===== src/rtl/shift_frame_reg.sv =====
// shift_frame_reg: bidirectional serial shift register with parallel load and frame capture.
// Optional macro SHIFT_FRAME_PARITY_EN adds a registered even-parity output frame_par.
`default_nettype none

module shift_frame_reg #(
  parameter int               WIDTH   = 10,
  parameter logic [WIDTH-1:0] RST_VAL = '0
) (
  input  logic                     clk,
  input  logic                     rst,
  input  logic                     pulse_val,
  input  logic                     sdi,
  input  logic                     dir,
  input  logic                     load,
  input  logic [WIDTH-1:0]         pdata,
  output logic [WIDTH-1:0]         q,
  output logic                     sdo,
  output logic [$clog2(WIDTH)-1:0] bit_cnt,
  output logic [WIDTH-1:0]         frame_q,
`ifdef SHIFT_FRAME_PARITY_EN
  output logic                     frame_par,
`endif
  output logic                     frame_valid
);

  localparam int             CW       = $clog2(WIDTH);
  localparam logic [CW-1:0]  CNT_LAST = CW'(WIDTH - 1);

  logic [WIDTH-1:0] shreg_q, shreg_d;
  logic [CW-1:0]    cnt_q,   cnt_d;
  logic [WIDTH-1:0] frm_q,   frm_d;
  logic             fvld_q,  fvld_d;

  always_comb begin
    shreg_d = shreg_q;
    cnt_d   = cnt_q;
    frm_d   = frm_q;
    fvld_d  = 1'b0;
    if (load) begin
      shreg_d = pdata;
      cnt_d   = '0;
    end else if (pulse_val) begin
      shreg_d = dir ? {shreg_q[WIDTH-2:0], sdi} : {sdi, shreg_q[WIDTH-1:1]};
      if (cnt_q == CNT_LAST) begin
        // Captured value is the post-shift register, so q and frame_q match on the pulse.
        cnt_d  = '0;
        frm_d  = shreg_d;
        fvld_d = 1'b1;
      end else begin
        cnt_d = cnt_q + 1'b1;
      end
    end
  end

  always_ff @(posedge clk or negedge rst) begin
    if (!rst) begin
      shreg_q <= RST_VAL;
      cnt_q   <= '0;
      frm_q   <= '0;
      fvld_q  <= 1'b0;
    end else begin
      shreg_q <= shreg_d;
      cnt_q   <= cnt_d;
      frm_q   <= frm_d;
      fvld_q  <= fvld_d;
    end
  end

`ifdef SHIFT_FRAME_PARITY_EN
  logic par_q;

  always_ff @(posedge clk or negedge rst) begin
    if (!rst) begin
      par_q <= 1'b0;
    end else if (fvld_d) begin
      par_q <= ^frm_d;
    end
  end

  assign frame_par = par_q;
`endif

  assign q           = shreg_q;
  assign sdo         = dir ? shreg_q[WIDTH-1] : shreg_q[0];
  assign bit_cnt     = cnt_q;
  assign frame_q     = frm_q;
  assign frame_valid = fvld_q;

endmodule

`default_nettype wire


===== config.mk =====
export PLATFORM = sky130hd
export DESIGN_NAME = shift_frame_reg
export DESIGN_NICKNAME = d
export VERILOG_FILES = /design/src/rtl/shift_frame_reg.sv
export SDC_FILE = /design/constraint.sdc
export NUM_CORES = 1
export LEC_CHECK = 0
export BUFFER_PORTS_ARGS = -buffer_cell sky130_fd_sc_hd__buf_2
export CAP_MARGIN = 20
export CORE_ASPECT_RATIO = 1.5
export CORE_UTILIZATION = 40
export CTS_CLUSTER_DIAMETER = 40
export DETAILED_ROUTE_END_ITERATION = 8
export PLACE_DENSITY = 0.66
export RECOVER_POWER = 25
export SLEW_MARGIN = 20
export SYNTH_ARGS = -nofsm -noshare
export SYNTH_HDL_FRONTEND = slang
export SYNTH_SLANG_ARGS = --single-unit

===== constraint.sdc =====
create_clock -name clk -period 3.75 [get_ports clk]
set_clock_uncertainty 0.15 [all_clocks]
set_input_delay 0 -clock clk [delete_from_list [all_inputs] [get_ports clk]]
set_output_delay 0 -clock clk [all_outputs]
set_load 0.05 [all_outputs]

# --- Word-level counts from Yosys, hierarchy flattened ---
# Cells that the tools add are included.
totals:
  register_bits: 25
  input_bits: 16
  out_inout_bits: 26
  elab_cells: 19
classes:
  add_sub_neg: 1
  eq_ne: 1
  mux: 10
  bitwise_logic: 1
  reduce_logical: 2
op_table:
  columns: ["cell", "n"]
  rows:
  - ["two-way mux 10 bit", 3]
  - ["two-way mux 4 bit", 3]
  - ["adder 4 x 1 -> 4 bit (second input constant)", 1]
  - ["equality test 4 bit (second input constant)", 1]
  - ["two-way mux 1 bit", 4]
  - ["AND reduction 3 bit", 1]
  - ["nonzero test 2 bit", 1]
  - ["inverter 1 bit", 1]

# --- Longest topological paths before layout ---
logic_depth:
  ltp_word: 4
  depth_mapped: 6
  ltp_nobuf: 5

# --- Worst setup path after synthesis ---
# No wires, ideal clock.
synth_timing:
  kind: "reg-to-reg"
  start: "register cnt_q[0] (netlist: bit_cnt[0])"
  end: "register frm_q[1] (netlist: frame_q[1])"
  setup_ns: 0.125
  arrival_time_ns: 1.785
  required_time_ns: 3.475
  slack_ns: 1.690
  stages_incl_launch_ff: 6
  n_path_buf: 1
  synth_period_minus_slack_ns: 2.060
  cell_sequence: "dfrtp_1 > ha_1 > nand3b_4 > nor3b_4 > buf_6 > mux2_4"
synth_via:
  elab_chain_len: 2
synth_rtl:
  columns: ["item", "line", "text"]
  rows:
  - ["start, declared", "30", "logic [CW-1:0] cnt_q, cnt_d;"]
  - ["start signal, assigned", "63", "cnt_q <= cnt_d;"]
  - ["equality test 4 bit", "44", "if (cnt_q == CNT_LAST) begin"]
  - ["AND reduction 3 bit (no source line)", null, null]
  - ["end signal, assigned", "64", "frm_q <= frm_d;"]
  - ["end, declared", "31", "logic [WIDTH-1:0] frm_q, frm_d;"]
# Every way passes these cells.
# A chain may end at the register's enable or synchronous reset.

# --- Worst setup path in the final report ---
layout_timing:
  start: "register cnt_q[1] (netlist: bit_cnt[1])"
  end: "register frm_q[0] (netlist: frame_q[0])"
# Same word-level chain as after synthesis.

==> summary.md <==
| Metric | Value |
|---|---|
| Outcome | finished clean |
| Max FO, Critical Path | 11 |
| Main combinational cell family by area after synthesis | multiplexers |
| Vias per std cell | roughly 5.0 |
| Net count of the finished layout | about 180 |
| Avg Synthesized Cell Area | about 11 sq um |
| XOR/XNOR Fraction of Synth Area | 0 |
| Critical-path top delay cell | sky130_fd_sc_hd__nor3b_4 |
| Die Span Y | a little over 70 um |
| Final hold vios | 0 |
| DP Wirelength | 1.992 mm |
| DRC violation total after the first TritonRoute iteration | 13 |
| Synth Area in Simple Gates | 0.1061 |
| Number of optimization iterations in the first detailed-route pass | 3 |
| Via count of the first global-routing pass | 1,028 |
| Critical Path RT | ~3.8 ns |
| Cell area after synthesis | between 1000 and 1500 sq um |
| Ys Warns | 0 |
| Initial antenna violation count | 0 |
| Class of the worst hold path | input pin to flip-flop |
| Pin count of the biggest net entering global routing | 27 |
| Reg2reg path depth | 5 |
| GR Overflow Total | 0 |
| Post-DRT Antenna Nets | 0 |
| Min cycle time layout | 2.117 ns |
| Number of sinks on the clock net | 25 |
| Hold Path Stages | 3 |
| Hold path startpoint | load |
| Top-level port count | 42 |
| Count of max-cap constraint violations | 0 |
| Hold_ws | about 0.054 ns |
| Maximum buffer depth of the clock tree | 2 |
| Core box area | between 2000 and 3000 sq um |
| Crit path largest cell delay | 0.62 ns |
| Worst slew pin tran | around 1.4 ns |
| Footprint of the flip-flops and latches | about 630 sq um |
| Total setup buffers inserted after CTS | 0 |
| Arithmetic-cell share of the synthesized area counting full adders, half adders and majority gates | 0.01965 |
| Library cells used by synthesis | 23 |
| Data arrival at the endpoint of the critical path | around 2.1 ns |
| Overall routing resource usage | 0.1865 |
| Leakage Power | between 0.8 and 0.9 nW |
| Number of max-slew violations in the final report | 0 |
| Total via count in the routed design | roughly 1,000 |
| Max H-tree Level | 1 |
| R2R Path Start | bit_cnt[1] |
| Gates resized, CTS repair | 0 |
| Power per Cell Area | 384.9 nW/um^2 |
| Final setup viols | 0 |
| Type of the worst setup path | flip-flop to flip-flop |
| Synthesis-to-layout area growth | 29.17% |
| Setup total negative slack | 0 ns |
| Largest vdd supply drop | roughly 0.21 mV |
| TritonCTS clock tree | built |
| Seq cells post-synth | 25 |
| Total number of placement rows | 24 |
| Worst Hold End | q[0] |
| Total CTS buffers | 3 |
| Average routed wire per standard cell | between 10 and 15 um |
| Cell Chain, Critical Path | inv_1 > ha_1 > nand3b_4 > nor3b_4 > mux2_2 |
| Final clock period utilization by the worst path | 0.5645 |
| Multiplexer share of the synthesized area | 0.1886 |
| Port Buf Inserts | 41 |
| Wire length of the first global-routing pass | about 4.8 mm |
| Max_slew headroom | 0.08900 |
| Sequential fraction of the synthesis area | 0.4912 |
| Synthesized Nets | between 100 and 150 |
| Diodes inserted | 0 |
| Area of the multi-input gates | 568.0 sq um |
| Clock transition time at the flip-flop clock pins of the worst setup and hold paths | roughly 0.09 ns |
| Final design area excluding fillers | roughly 1600 sq um |
| DIE AREA | 3419 sq um |
| Share of final-layout standard cells stronger than drive strength 1 | 0.3148 |
| Register-to-register setup slack | roughly 1.6 ns |
| Final wirelength | roughly 2.8 mm |
| Global placement routability congestion | approximately 0.76 |
| Clock insertion delay at the later pin of the skew report | roughly 0.26 ns |
| Compound-gate portion of the synthesized area | 0.1316 |
| Fmax | between 400 and 500 MHz |
| Remaining DRCs | 0 |
| Die X-Extent | between 40 and 50 um |
| Synthesized netlist cell count | approximately 110 |
| Number of filler cells placed in the layout | 267 |
| Clk Tree Root Cell | sky130_fd_sc_hd__clkbuf_8 |
| Setup repair after global routing missed its margin | false |
| Worst reg2reg endpoint | frame_q[0] |
| Initial Util | 0.4285 |
| Placed Instance Area | ~1500 sq um |
| CP Capture Type | flip-flop |
| Startpoint Class | flip-flop |
power by group:
group | internal, W | leakage, nW | switching, W
Combinational | 0.0000533 | 0.545 | 0.000115
Sequential | 0.000287 | 0.298 | 0.0000179
Clock | 0.0000759 | 0.0228 | 0.0000846
Total | 0.000416 | 0.865 | 0.000217
worst max path at each step:
stage	to	slack, ns	from	cells past startpoint
5_1_grt	frame_q[0]	1.52	bit_cnt[1]	5
3_3_place_gp	frame_q[0]	1.70	bit_cnt[1]	5
2_1_floorplan	frame_q[1]	1.69	bit_cnt[0]	5
6_report	frame_q[0]	1.63	bit_cnt[1]	5
4_1_cts	frame_q[0]	1.61	bit_cnt[1]	5
3_5_place_dp	frame_q[0]	1.64	bit_cnt[1]	5
layout make-up:
cell class,count,area share
Sequential cell,25,0.3802
Tap cell,39,0.02966
Timing Repair Buffer,53,0.1970
Clock buffer,4,0.02738
Multi-Input combinational cell,71,0.3452
Inverter,9,0.02053
registers in the layout, indices dropped and copies added (netlist names):
name / flops
frame_q: 10
q: 10
bit_cnt: 4
frame_valid: 1
kinds of logic after synthesis:
group,count (synthesis)
AOI/OAI and AO/OA,25
DFF,25
muxes,23
and+or+nand+nor,21
buffers and inverters,17
adders and majority gates,2
per-layer routing:
layer	vias to the layer above	wire length, um	GRT usage
met4	0	16	0.04630
met2	20	1483	0.3138
met5	-	0	0
li1	486	-	-
met3	2	71	0.02296
met1	492	1261	0.2439
cells in the mapped netlist (all sizes together):
library cell	number	area (sq um)
a21o	8	60.06
a211oi	8	60.06
nand3b	3	35.03
and4b	1	11.26
mux2	5	60.05
mux2i	18	180.2
inv	9	33.78
nor2	8	30.03
or3b	1	8.760
nand2	5	18.77
dfrtp	25	625.6
buf	8	46.30
o21ai	4	20.02
a21oi	4	20.02
ha	2	25.02
a21boi	1	7.510
nor3b	1	18.77
nand2b	2	12.51
metrics by stage:
stage	utilization	power (W)	instances	setup WS, ns
floorplan	-	0.0004255	113	1.690
global placement	0.4983	0.0004669	185	1.705
detailed placement	0.4983	0.0004708	185	1.638
CTS	0.5539	0.0006382	201	1.605
global route	0.5535	0.0006655	201	1.517
finish	0.5535	0.0006333	201	1.633
timing repair:
| action | in CTS | in global routing |
|---|---|---|
| endpoints found under the setup margin | 0 | 0 |
| hold buffers | 12 | 0 |
| endpoints found under the hold margin | 37 | 0 |
layout by cell type (no fill, tap or decap), drive strengths merged, types with 2 or more instances in the layout:
master,count
buf,40
dfrtp,25
mux2i,18
dlygate4sd3,12
inv,9
nor2,8
a211oi,8
a21o,8
nand2,5
mux2,5
clkbuf,5
o21ai,4
a21oi,4
nand3b,3
nand2b,2
ha,2
worst max-delay path, delay by kind of cell, from the launching register on:
| family | cells | cell delay, ns |
|---|---|---|
| multiplexers | 1 | 0.40 |
| AND/OR/NAND/NOR | 2 | 0.74 |
| flip-flops | 1 | 0.44 |
| adder cells (fa/ha/maj) | 1 | 0.20 |
| buffers and inverters | 1 | 0.08 |
No activity file was read; power rests on OpenSTA's default activity.
